## src/rtl/tt_um_jleugeri_ttt_pkg.sv

```systemverilog
// Shared types and token encodings for the event FIFO.
// The event layout matches the default configuration (8-bit timestamp, 10 processors).
package tt_um_jleugeri_ttt_pkg;

    localparam logic [1:0] START = 2'b10;
    localparam logic [1:0] STOP  = 2'b01;

    localparam int DEFAULT_TIMESTAMP_BITS = 8;
    localparam int DEFAULT_PID_BITS       = 4;

    typedef struct packed {
        logic [DEFAULT_TIMESTAMP_BITS-1:0] timestamp;
        logic [DEFAULT_PID_BITS-1:0]       processor_id;
        logic [1:0]                        startstop;
    } event_t;

    // Only a lone start or a lone stop flag is a real event; 00 and 11 are noise.
    function automatic logic is_token(input logic [1:0] startstop);
        logic result;
        case (startstop)
            START:   result = 1'b1;
            STOP:    result = 1'b1;
            default: result = 1'b0;
        endcase
        return result;
    endfunction

endpackage

```

## src/rtl/tt_um_jleugeri_ttt_sync_fifo.sv

```systemverilog
// Generic single-clock circular buffer; a push while full is ignored unless a pop frees a slot.
// Storage is not reset; only pointers and occupancy are.
module tt_um_jleugeri_ttt_sync_fifo #(
    parameter int WIDTH = 8,
    parameter int DEPTH = 8
) (
    input  logic                       clk,
    input  logic                       reset_n,
    input  logic                       push,
    input  logic [WIDTH-1:0]           wdata,
    input  logic                       pop,
    output logic [WIDTH-1:0]           rdata,
    output logic                       empty,
    output logic                       full,
    output logic [$clog2(DEPTH+1)-1:0] count
);

    localparam int PTR_BITS = $clog2(DEPTH);
    localparam int CNT_BITS = $clog2(DEPTH+1);

    logic [WIDTH-1:0]    mem_r [DEPTH];
    logic [PTR_BITS-1:0] wr_ptr_r;
    logic [PTR_BITS-1:0] rd_ptr_r;
    logic [CNT_BITS-1:0] count_r;
    logic                do_push_s;
    logic                do_pop_s;

    // Qualify requests against occupancy; a pop on a full buffer makes room for a same-cycle push.
    always_comb begin
        empty     = (count_r == {CNT_BITS{1'b0}});
        full      = (count_r == CNT_BITS'(DEPTH));
        do_pop_s  = pop && !empty;
        do_push_s = push && (!full || do_pop_s);
        rdata     = mem_r[rd_ptr_r];
        count     = count_r;
    end

    // Entry storage write port.
    always_ff @(posedge clk) begin
        if (do_push_s) begin
            mem_r[wr_ptr_r] <= wdata;
        end
    end

    // Pointers wrap naturally at the power-of-two depth; occupancy tracks push/pop balance.
    always_ff @(posedge clk or negedge reset_n) begin
        if (!reset_n) begin
            wr_ptr_r <= {PTR_BITS{1'b0}};
            rd_ptr_r <= {PTR_BITS{1'b0}};
            count_r  <= {CNT_BITS{1'b0}};
        end else begin
            if (do_push_s) begin
                wr_ptr_r <= wr_ptr_r + PTR_BITS'(1);
            end
            if (do_pop_s) begin
                rd_ptr_r <= rd_ptr_r + PTR_BITS'(1);
            end
            case ({do_push_s, do_pop_s})
                2'b10:   count_r <= count_r + CNT_BITS'(1);
                2'b01:   count_r <= count_r - CNT_BITS'(1);
                default: count_r <= count_r;
            endcase
        end
    end

endmodule

```

## src/rtl/tt_um_jleugeri_ttt_event_fifo.sv

```systemverilog
// Timestamped event FIFO: filters start/stop tokens from the controller, stamps them with
// the current timestep and buffers them for the host, counting events lost to a full buffer.
module tt_um_jleugeri_ttt_event_fifo
    import tt_um_jleugeri_ttt_pkg::*;
#(
    parameter int NUM_PROCESSORS = 10,
    parameter int FIFO_DEPTH     = 8,
    parameter int TIMESTAMP_BITS = 8
) (
    input  logic                              clk,
    input  logic                              reset_n,
    input  logic                              in_valid,
    input  logic [$clog2(NUM_PROCESSORS)-1:0] in_processor_id,
    input  logic [1:0]                        in_startstop,
    input  logic                              step_done,
    input  logic                              out_ready,
    input  logic                              clear_overflow,
    output logic                              out_valid,
    output logic [$clog2(NUM_PROCESSORS)-1:0] out_processor_id,
    output logic [1:0]                        out_startstop,
    output logic [TIMESTAMP_BITS-1:0]         out_timestamp,
    output logic [$clog2(FIFO_DEPTH+1)-1:0]   fill_level,
    output logic                              overflow,
    output logic [7:0]                        dropped_count
);

    localparam int PID_BITS   = $clog2(NUM_PROCESSORS);
    localparam int ENTRY_BITS = TIMESTAMP_BITS + PID_BITS + 2;

    logic [TIMESTAMP_BITS-1:0] timestamp_r;
    logic                      overflow_r;
    logic [7:0]                dropped_r;
    logic                      push_req_s;
    logic                      pop_s;
    logic                      drop_s;
    logic                      empty_s;
    logic                      full_s;
    logic [ENTRY_BITS-1:0]     wr_entry_s;
    logic [ENTRY_BITS-1:0]     rd_entry_s;

    // Event filtering; the stamp uses the timestep value before any same-cycle increment.
    always_comb begin
        push_req_s       = in_valid && is_token(in_startstop);
        pop_s            = !empty_s && out_ready;
        drop_s           = push_req_s && full_s && !pop_s;
        wr_entry_s       = {timestamp_r, in_processor_id, in_startstop};
        out_valid        = !empty_s;
        out_timestamp    = rd_entry_s[ENTRY_BITS-1 -: TIMESTAMP_BITS];
        out_processor_id = rd_entry_s[PID_BITS+1 -: PID_BITS];
        out_startstop    = rd_entry_s[1:0];
        overflow         = overflow_r;
        dropped_count    = dropped_r;
    end

    tt_um_jleugeri_ttt_sync_fifo #(
        .WIDTH (ENTRY_BITS),
        .DEPTH (FIFO_DEPTH)
    ) u_fifo (
        .clk     (clk),
        .reset_n (reset_n),
        .push    (push_req_s),
        .wdata   (wr_entry_s),
        .pop     (pop_s),
        .rdata   (rd_entry_s),
        .empty   (empty_s),
        .full    (full_s),
        .count   (fill_level)
    );

    // Timestep counter, wrapping at its natural width.
    always_ff @(posedge clk or negedge reset_n) begin
        if (!reset_n) begin
            timestamp_r <= {TIMESTAMP_BITS{1'b0}};
        end else if (step_done) begin
            timestamp_r <= timestamp_r + TIMESTAMP_BITS'(1);
        end else begin
            timestamp_r <= timestamp_r;
        end
    end

    // Drop accounting; a drop coinciding with a clear is counted as the first after the clear.
    always_ff @(posedge clk or negedge reset_n) begin
        if (!reset_n) begin
            overflow_r <= 1'b0;
            dropped_r  <= 8'd0;
        end else if (clear_overflow) begin
            overflow_r <= drop_s;
            dropped_r  <= drop_s ? 8'd1 : 8'd0;
        end else if (drop_s) begin
            overflow_r <= 1'b1;
            dropped_r  <= (dropped_r == 8'hFF) ? 8'hFF : dropped_r + 8'd1;
        end else begin
            overflow_r <= overflow_r;
            dropped_r  <= dropped_r;
        end
    end

endmodule

```

## config.mk

```make
export PLATFORM = sky130hd
export DESIGN_NAME = tt_um_jleugeri_ttt_event_fifo
export DESIGN_NICKNAME = d
export VERILOG_FILES = /design/src/rtl/tt_um_jleugeri_ttt_pkg.sv /design/src/rtl/tt_um_jleugeri_ttt_sync_fifo.sv /design/src/rtl/tt_um_jleugeri_ttt_event_fifo.sv
export SDC_FILE = /design/constraint.sdc
export NUM_CORES = 1
export LEC_CHECK = 0
export ABC_AREA = 1
export CAP_MARGIN = 20
export CORE_ASPECT_RATIO = 0.5
export CORE_MARGIN = 1.5
export CORE_UTILIZATION = 25
export CTS_BUF_LIST = sky130_fd_sc_hd__clkbuf_8 sky130_fd_sc_hd__clkbuf_16
export DETAILED_ROUTE_END_ITERATION = 7
export GPL_ROUTABILITY_DRIVEN = 0
export HOLD_SLACK_MARGIN = 0.1
export PLACE_DENSITY = 0.43
export SLEW_MARGIN = 20
export SYNTH_ARGS = -nofsm -noshare
export SYNTH_HDL_FRONTEND = slang
export SYNTH_SLANG_ARGS = --single-unit
export TNS_END_PERCENT = 5
```

## constraint.sdc

```tcl
create_clock -name clk -period 1.88 [get_ports clk]
set_clock_uncertainty 0.05 [all_clocks]
set_input_delay 0.282 -clock clk [delete_from_list [all_inputs] [get_ports clk]]
set_output_delay 0.282 -clock clk [all_outputs]
set_load 0.05 [all_outputs]
```

==> results_dict.tcl <==
set metrics [dict create \
    gr-usage-all-layers_pct 11.9 \
    grt_overflow 0 \
    cts.sinks 139 \
    synth_compound_area_share_pct 7.84 \
    min_path_type "in2async" \
    slew_headroom_pct 66.9 \
    fp.dieArea_sq_um 24400 \
    drt_first_iter_violations 243 \
    powerDensity_nw_per_um2 1710 \
    synthSimpleGateAreaFrac_pct 16.9 \
    tritoncts "done" \
    ys_types 32 \
    ys_warn_count 0 \
    row_count 39 \
    worstPathArrival_ns 1.85 \
    portBuffers 39 \
    first_global_vias 3944 \
    path_cells "clkinv_4 -> buf_12 -> nor2_2 -> o32ai_1 -> nand2_1 -> nand2_1 -> buf_6" \
    layout_setup_ws_ns -0.298 \
    vias 3950 \
    syn_nets 521 \
    routedWlPerCell_um 15.4 \
    layout-drive-gt1-share_pct 26.2 \
    post-dp-hpwl_um 8870 \
    synth-seq-area-share_pct 68.9 \
    dp_slack_ns -0.314 \
    hold_violations 0 \
    nFillCells 2276 \
    drc 0 \
    syn_area_sq_um 5860 \
    initial_core_util_pct 25.6 \
    syn-instance-count 504 \
    critical_path_class "reg2out" \
    critPathSlowestCell "dfrtp_2" \
    yosysMostFrequentCell "edfxtp_1" \
    status "complete, but fails checks" \
    synth_mux_area_share_pct 0.384 \
    drt-pass1-iter-count 4 \
    cts_root_buf "clkbuf_16" \
    cp_common_cell "nand2_1" \
    ir_drop_mv 0.747 \
    grt_pass1_wl_um 21700 \
    synthAdderAreaFrac_pct 1.07 \
    crit_fanout 12 \
    fmax_mhz 459 \
    maxCapViolations 0 \
    tns_ns -3.77 \
    via_per_inst 4.35 \
    clk_pin_slew_ns 0.06 \
    h-tree-depth 4 \
    syn_to_final_growth_pct 33.1 \
    clock_path_buffers 2 \
    ys_top_cells_by_area "edfxtp_1 57%, dfrtp_1 12%, nor2_1 6.4%" \
    diodes 0 \
    critical_path.endpoint_type "output pin" \
    postSynth.asyncResetShare_pct 19.4 \
    synth_flop_cell "edfxtp_1" \
    grt_max_degree 59 \
    boundaryPins 40 \
    violations "setup timing" \
    rsz0062_at_grt "yes" \
    drt-total-wl_um 14000 \
    antenna_found_initial 0 \
    drv_slew 0 \
    crit_required_ns 1.55 \
    finalSetupViolCount 14 \
    synth-seq-cells 139 \
    coreArea_sq_um 22900 \
    leakage_nw 2.98 \
    fin_crit_sh_pct 116 \
    synthTopCellsByCount "112 x edfxtp_1, 100 x nor2_1, 98 x nand2_1" \
    cts_inserted_buffers 17 \
    synth_top_family_by_area "simple AND/OR/NAND/NOR gates" \
    reg2reg_depth 10 \
    cpPeakStageDelay_ns 0.48 \
    die_w_um 219 \
    die_y_um 111 \
    synth_edf_count 112 \
    synth_area_per_cell_sq_um 11.6 \
    ant_nets 0 \
    worst_slew_pin_slew_ns 0.497 \
    insertion_delay_ns 0.42 \
    fin_nets 606 \
    fin_crit_ns 2.18 \
    yosysTopAreaCellShare_pct 57.4 \
    cp-start-kind "flop" \
    synth_xor_area_share_pct 1.64 \
    synth_area_leader_cell "edfxtp_1" \
]
## metrics by stage
step	std cells	total power [mW]	utilization, %	area (sq um)	hold slack [ns]
floorplan	504	7.62	-	5890	-0.0636
global placement	874	9.48	30.5	6970	0.425
detailed placement	874	9.47	30.5	6970	0.427
CTS	907	13.1	33.5	7660	0.201
global route	909	14.0	34.1	7790	0.231
finish	909	13.3	34.1	7790	0.193
## state kept, by name (all words and copies together), names as in the netlist
register	flops
dropped_count	8
u_fifo.wr_ptr_r	3
timestamp_r	8
u_fifo.mem_r	112
u_fifo.rd_ptr_r	3
overflow	1
u_fifo.count	4
## report_power, final
part	switching (mW)	internal, mW	total, mW
Sequential	0.403	3.94	4.34
Combinational	3.58	2.24	5.82
Clock	1.32	1.81	3.13
## routing by layer
metal / routed length, um / global-route usage (%) / up-vias
met1: 6930 / 16.5 / 1938
li1: - / - / 1937
met5: 0 / 0 / -
met4: 104 / 3.70 / 0
met2: 6400 / 18.0 / 67
met3: 579 / 3.26 / 8
## path summary, 6_finish.rpt
kind	start	to	slack, ns
max	u_fifo.rd_ptr_r[0]$_DFFE_PN0P_	out_timestamp[4]	-0.30
min	reset_n	u_fifo.count[3]$_DFFE_PN0P_	0.19
max reg2reg	u_fifo.count[0]$_DFFE_PN0P_	u_fifo.mem_r[6][0]$_DFFE_PP_	0.12
min reg2reg	overflow$_DFFE_PN0P_	overflow$_DFFE_PN0P_	0.43
max in group asynchronous	reset_n	u_fifo.rd_ptr_r[0]$_DFFE_PN0P_	1.27
min in group clk	overflow$_DFFE_PN0P_	overflow$_DFFE_PN0P_	0.43
## logic make-up after synthesis
family,Yosys count
buffers and inverters,45
XOR/XNOR,11
adder cells (fa/ha/maj),5
flip-flops,139
AND/OR/NAND/NOR,232
AO/OA/AOI/OAI,70
multiplexers,2
## worst max-delay path, delay by kind of cell, from the launching register on
kind	cells	cell delay [ns]
buf+inv	3	0.45
flops	1	0.48
compound gates	1	0.29
simple gates	3	0.20
## cell type report
| type | count | area [sq um] | share of cell area (%) |
|---|---|---|---|
| timing repair buffer | 86 | 945 | 12.1 |
| sequential | 139 | 4050 | 51.9 |
| clock buffer | 17 | 425 | 5.46 |
| multi-input combinational | 320 | 1780 | 22.8 |
| inverter | 25 | 98.8 | 1.27 |
| clock inverter | 15 | 121 | 1.56 |
| tap | 307 | 384 | 4.93 |
## layout by cell type, fill, tap and decap left out, types with 2 or more instances in the layout
master           count
a21oi_1              3
buf_12              13
buf_4               43
buf_6               11
buf_8                4
clkbuf_16           19
clkdlybuf4s50_1     11
clkinv_1             3
clkinv_2             2
clkinv_4             2
clkinvlp_4           3
dfrtp_1             22
dfrtp_2              5
dlygate4sd2_1        2
edfxtp_1           112
ha_1                 5
inv_1               19
inv_2                6
inv_6                4
mux2_2               2
nand2_1             92
nand2_2              9
nand3_1             14
nand4_1              3
nor2_1              91
nor2_2              10
nor2_4               6
nor2_8               2
o21ai_0             31
o21ai_1              6
o32ai_1             16
o32ai_2             12
xnor2_1              4
xor2_1               7
## what timing repair did
item / in CTS / in global routing
resized for setup: 37 / 21
cloned: 0 / 2
setup endpoints to repair: 16 / 16
hold buffers: 0 / 0
buffers inserted: 1 / 0
pin swaps: 6 / 9
(Power assumes the default switching activity.)
==> patch 1 (same settings) <==
Make the reset (`reset_n`) synchronous in 3 clocked blocks.
--- a/src/rtl/tt_um_jleugeri_ttt_sync_fifo.sv
+++ b/src/rtl/tt_um_jleugeri_ttt_sync_fifo.sv
@@ -43,7 +43,7 @@
     end
 
     // Pointers wrap naturally at the power-of-two depth; occupancy tracks push/pop balance.
-    always_ff @(posedge clk or negedge reset_n) begin
+    always_ff @(posedge clk) begin
         if (!reset_n) begin
             wr_ptr_r <= {PTR_BITS{1'b0}};
             rd_ptr_r <= {PTR_BITS{1'b0}};
--- a/src/rtl/tt_um_jleugeri_ttt_event_fifo.sv
+++ b/src/rtl/tt_um_jleugeri_ttt_event_fifo.sv
@@ -68,7 +68,7 @@
     );
 
     // Timestep counter, wrapping at its natural width.
-    always_ff @(posedge clk or negedge reset_n) begin
+    always_ff @(posedge clk) begin
         if (!reset_n) begin
             timestamp_r <= {TIMESTAMP_BITS{1'b0}};
         end else if (step_done) begin
@@ -79,7 +79,7 @@
     end
 
     // Drop accounting; a drop coinciding with a clear is counted as the first after the clear.
-    always_ff @(posedge clk or negedge reset_n) begin
+    always_ff @(posedge clk) begin
         if (!reset_n) begin
             overflow_r <= 1'b0;
             dropped_r  <= 8'd0;
Behaviour: differs if reset_n is asserted again (counterexample within 4 cycles, from zero or initial values and one cycle with reset_n low); with reset_n held inactive, the same outputs for 10 cycles.
==> patch 1 against the original RTL <==
The flow still finishes with violations (negative setup slack); area after synthesis is 0.47% higher; largest cell class unchanged; sequential cell count up 3; final area rose by 5.6%; worst setup slack better by 72 ps; die area up 0.46%; routed wire length increased by 4.6%; total power shrank 14%.
==> patch 1: results (changes against the original RTL) <==
* Outcome: complete, but fails checks (unchanged)
* Failing checks: negative setup slack (unchanged)
* Count of multi-input gates at 340 (was 320)
* Mux contribution to synthesized area at 2.38% (was 0.384%)
* Routed wire per std cell at 15.4 um (about the same)
* Final non-filler cell total at 952 (was 909)
* Netlist cell types at 28 (was 32)
* Setup_tns at -2680 ps (was -3770 ps)
* Slew HR at 67.7% (was 66.9%)
* Met3 Use GR at 3.14% (was 3.26%)
* Fill cells at 2,243 (was 2,276)
* Layout cells sized above 1 at 28.8% (was 26.2%)
* First-pass GRT wire length at 22,800 um (was 21,700 um)
* Met1 Resource Use GR at 17.3% (was 16.5%)
* Top post-synthesis cells by area: edfxtp_1 57%, dfxtp_1 10%, nand2_1 5.5% (was edfxtp_1 57%, dfrtp_1 12%, nor2_1 6.4%)
* Type of the most critical hold path: reg2reg (was in2async)
* DIE WIDTH at 220 um (was 219 um)
* Synth Area in Adders at 1.49% (was 1.07%)
* DR WL met3 at 864 um (was 579 um)
* Worst path max stage delay at 390 ps (was 480 ps)
* Final worst slack at -226 ps (was -298 ps)
* Dpl cells at 905 (was 874)
* Setup Viol. Count Final at 14 (unchanged)
* Post-synthesis sequential area ratio at 67.3% (was 68.9%)
* Reg2reg path depth at 13 (was 10)
* Met1 WL at 6870 um (was 6930 um)
* Most frequent cells after synthesis: 112 x edfxtp_1, 87 x nand2_1, 87 x nor2_1 (was 112 x edfxtp_1, 100 x nor2_1, 98 x nand2_1)
* Maximum VDD drop at 606 uV (was 747 uV)
* Drt via density at 4.44 (was 4.35)
* Logic inverters at 35 (was 25)
* Multi-input gate area at 0.00188 mm2 (was 0.00178 mm2)
* Crit path max-delay cell type: dfxtp_4 (was dfrtp_2)
* Post-place setup slack at -363 ps (was -314 ps)
* Post-CTS sizing at 68 (was 37)
* Net switching power at 4.03 mW (was 5.31 mW)
* XOR/XNOR share of the synthesized area at 0.744% (was 1.64%)
* Compound-Gate Fraction of Synth Area at 9.14% (was 7.84%)
* DP Wirelength at 8540 um (was 8870 um)
* Post-synth ARST share at 0% (was 19.4%)
* Largest net degree at the start of global routing at 57 (was 59)
* Met2 Use GR at 18.8% (was 18.0%)
* GR Util All Layers at 12.4% (was 11.9%)
[patch 1: cell types whose count changed after synthesis, moves of 17 or more]
cell	before	now
dfxtp_1	0	30
o32ai_1	28	0
dfrtp_1	27	0
o21ai_0	36	62
a21oi_1	3	20
inv_1	18	35
[patch 1: final timing paths]
| kind | from | endpoint | slack [ps] |
|---|---|---|---|
| min | overflow | overflow | 430 |
| min reg2reg | overflow | overflow | 430 |
| max | flop | out_timestamp[5] | -230 |
| max reg2reg | u_fifo.count[1] | u_fifo.count[2] | 50 |
[patch 1: power groups by stage]
| stage | registers [mW] | logic [mW] | clock network (mW) |
|---|---|---|---|
| after floorplan | 3.81 | 2.02 | 0 |
| after global placement | 3.69 | 3.61 | 0 |
| after detailed placement | 3.69 | 3.60 | 0 |
| after CTS | 3.62 | 4.31 | 3.32 |
| after global routing | 3.66 | 4.83 | 3.44 |
| final | 3.65 | 4.51 | 3.22 |
==> patch 2 (same settings) <==
Made on the original files. Set the parameter `TIMESTAMP_BITS` to 12 (it was 8).
--- a/src/rtl/tt_um_jleugeri_ttt_event_fifo.sv
+++ b/src/rtl/tt_um_jleugeri_ttt_event_fifo.sv
@@ -5,7 +5,7 @@
 #(
     parameter int NUM_PROCESSORS = 10,
     parameter int FIFO_DEPTH     = 8,
-    parameter int TIMESTAMP_BITS = 8
+    parameter int TIMESTAMP_BITS = 12
 ) (
     input  logic                              clk,
     input  logic                              reset_n,
Interface: changed (resized out_timestamp); port bits go from 40 to 44. The function was not compared with the original's and may differ.
==> patch 2 against the original RTL <==
The flow still finishes with violations (negative setup slack); area after synthesis grew 24%; via count grew 23%; global-route usage grew 0.44 points; combinational power grew 45%; critical path depth grew 1; routed wire length grew 28%; utilization grew 0.72 points; final area grew 26%; sequential cell count grew 36; worst setup slack lost 67 ps; total power grew 27%; critical endpoint is now out_timestamp[5]; highest routed layer unchanged.
==> patch 2: results (changes against the original RTL) <==
* Worst Path Max Fanout at 7 (was 12)
* DP Wirelength at 10,800 um (was 8870 um)
* Setup Viol. Count Final at 18 (was 14)
* Placed Area at 0.00882 mm2 (was 0.00697 mm2)
* Failing checks: negative setup slack (unchanged)
* Logic inverters at 39 (was 25)
* Net switching power at 6.73 mW (was 5.31 mW)
* GR Util All Layers at 12.4% (was 11.9%)
* Reg-to-reg startpoint: u_fifo.count[1] (was u_fifo.count[0])
* Metal2 WL at 7840 um (was 6400 um)
* Mapped Nets at 641 (was 521)
* Count of multi-input gates at 384 (was 320)
* Combinational Power Share at 49.8% (was 43.8%)
* Netlist cell types at 33 (was 32)
* Post-CTS Setup Inserts at 10 (was 1)
* Largest net degree at the start of global routing at 40 (was 59)
* Clock-net power at 3.19 mW (was 3.13 mW)
* Critical Path AT at 1910 ps (was 1850 ps)
* DR vias at 4,852 (was 3,950)
* Post-synth ARST share at 17.7% (was 19.4%)
* Met1 Resource Use GR at 17.4% (was 16.5%)
* Slew at the pin closest to its max-slew limit at 531 ps (was 497 ps)
* Outcome: complete, but fails checks (unchanged)
* DR WL met3 at 596 um (was 579 um)
* Post-synth EDFFs at 144 (was 112)
* Layout cells sized above 1 at 27.4% (was 26.2%)
* Post-synthesis sequential area ratio at 70.1% (was 68.9%)
* Buffer share of cell area at 13.8% (was 12.1%)
* Post-place setup slack at -334 ps (was -314 ps)
* Fill cells at 2,728 (was 2,276)
* Nets at 737 (was 606)
* Met2 Use GR at 18.8% (was 18.0%)
* First-pass GRT wire length at 27,600 um (was 21,700 um)
* Reg-to-reg endpoint: u_fifo.mem_r[0][5] (was u_fifo.mem_r[6][0])
* Routed wire per std cell at 16.1 um (was 15.4 um)
* Final worst slack at -365 ps (was -298 ps)
patch 2: cells by family after synthesis:
logic type,Yosys count,synth area share [%]
XOR/XNOR,14,1.69
flip-flops,175,70.1
multiplexers,1,0.155
AO/OA/AOI/OAI,89,8.24
adder cells (fa/ha/maj),5,0.860
AND/OR/NAND/NOR,275,15.4
buffers and inverters,65,3.59
patch 2: worst max-delay path, cell delays in order, from the launching register on:
cell	delay [ps]
dfrtp_2	450
inv_4	110
buf_12	140
buf_4	130
nor2_1	50
o32ai_2	250
nand2_1	90
nand2_2	110
buf_12	140
patch 2: how the worst min path moves through the flow:
stage	slack (ps)	endpoint	start	depth (start not counted)
2_1_floorplan	-60	dropped_count[0]	reset_n	0
3_5_place_dp	430	overflow	overflow	2
6_report	200	overflow	reset_n	2
3_3_place_gp	430	overflow	overflow	2
5_1_grt	230	overflow	reset_n	2
4_1_cts	200	dropped_count[5]	reset_n	2
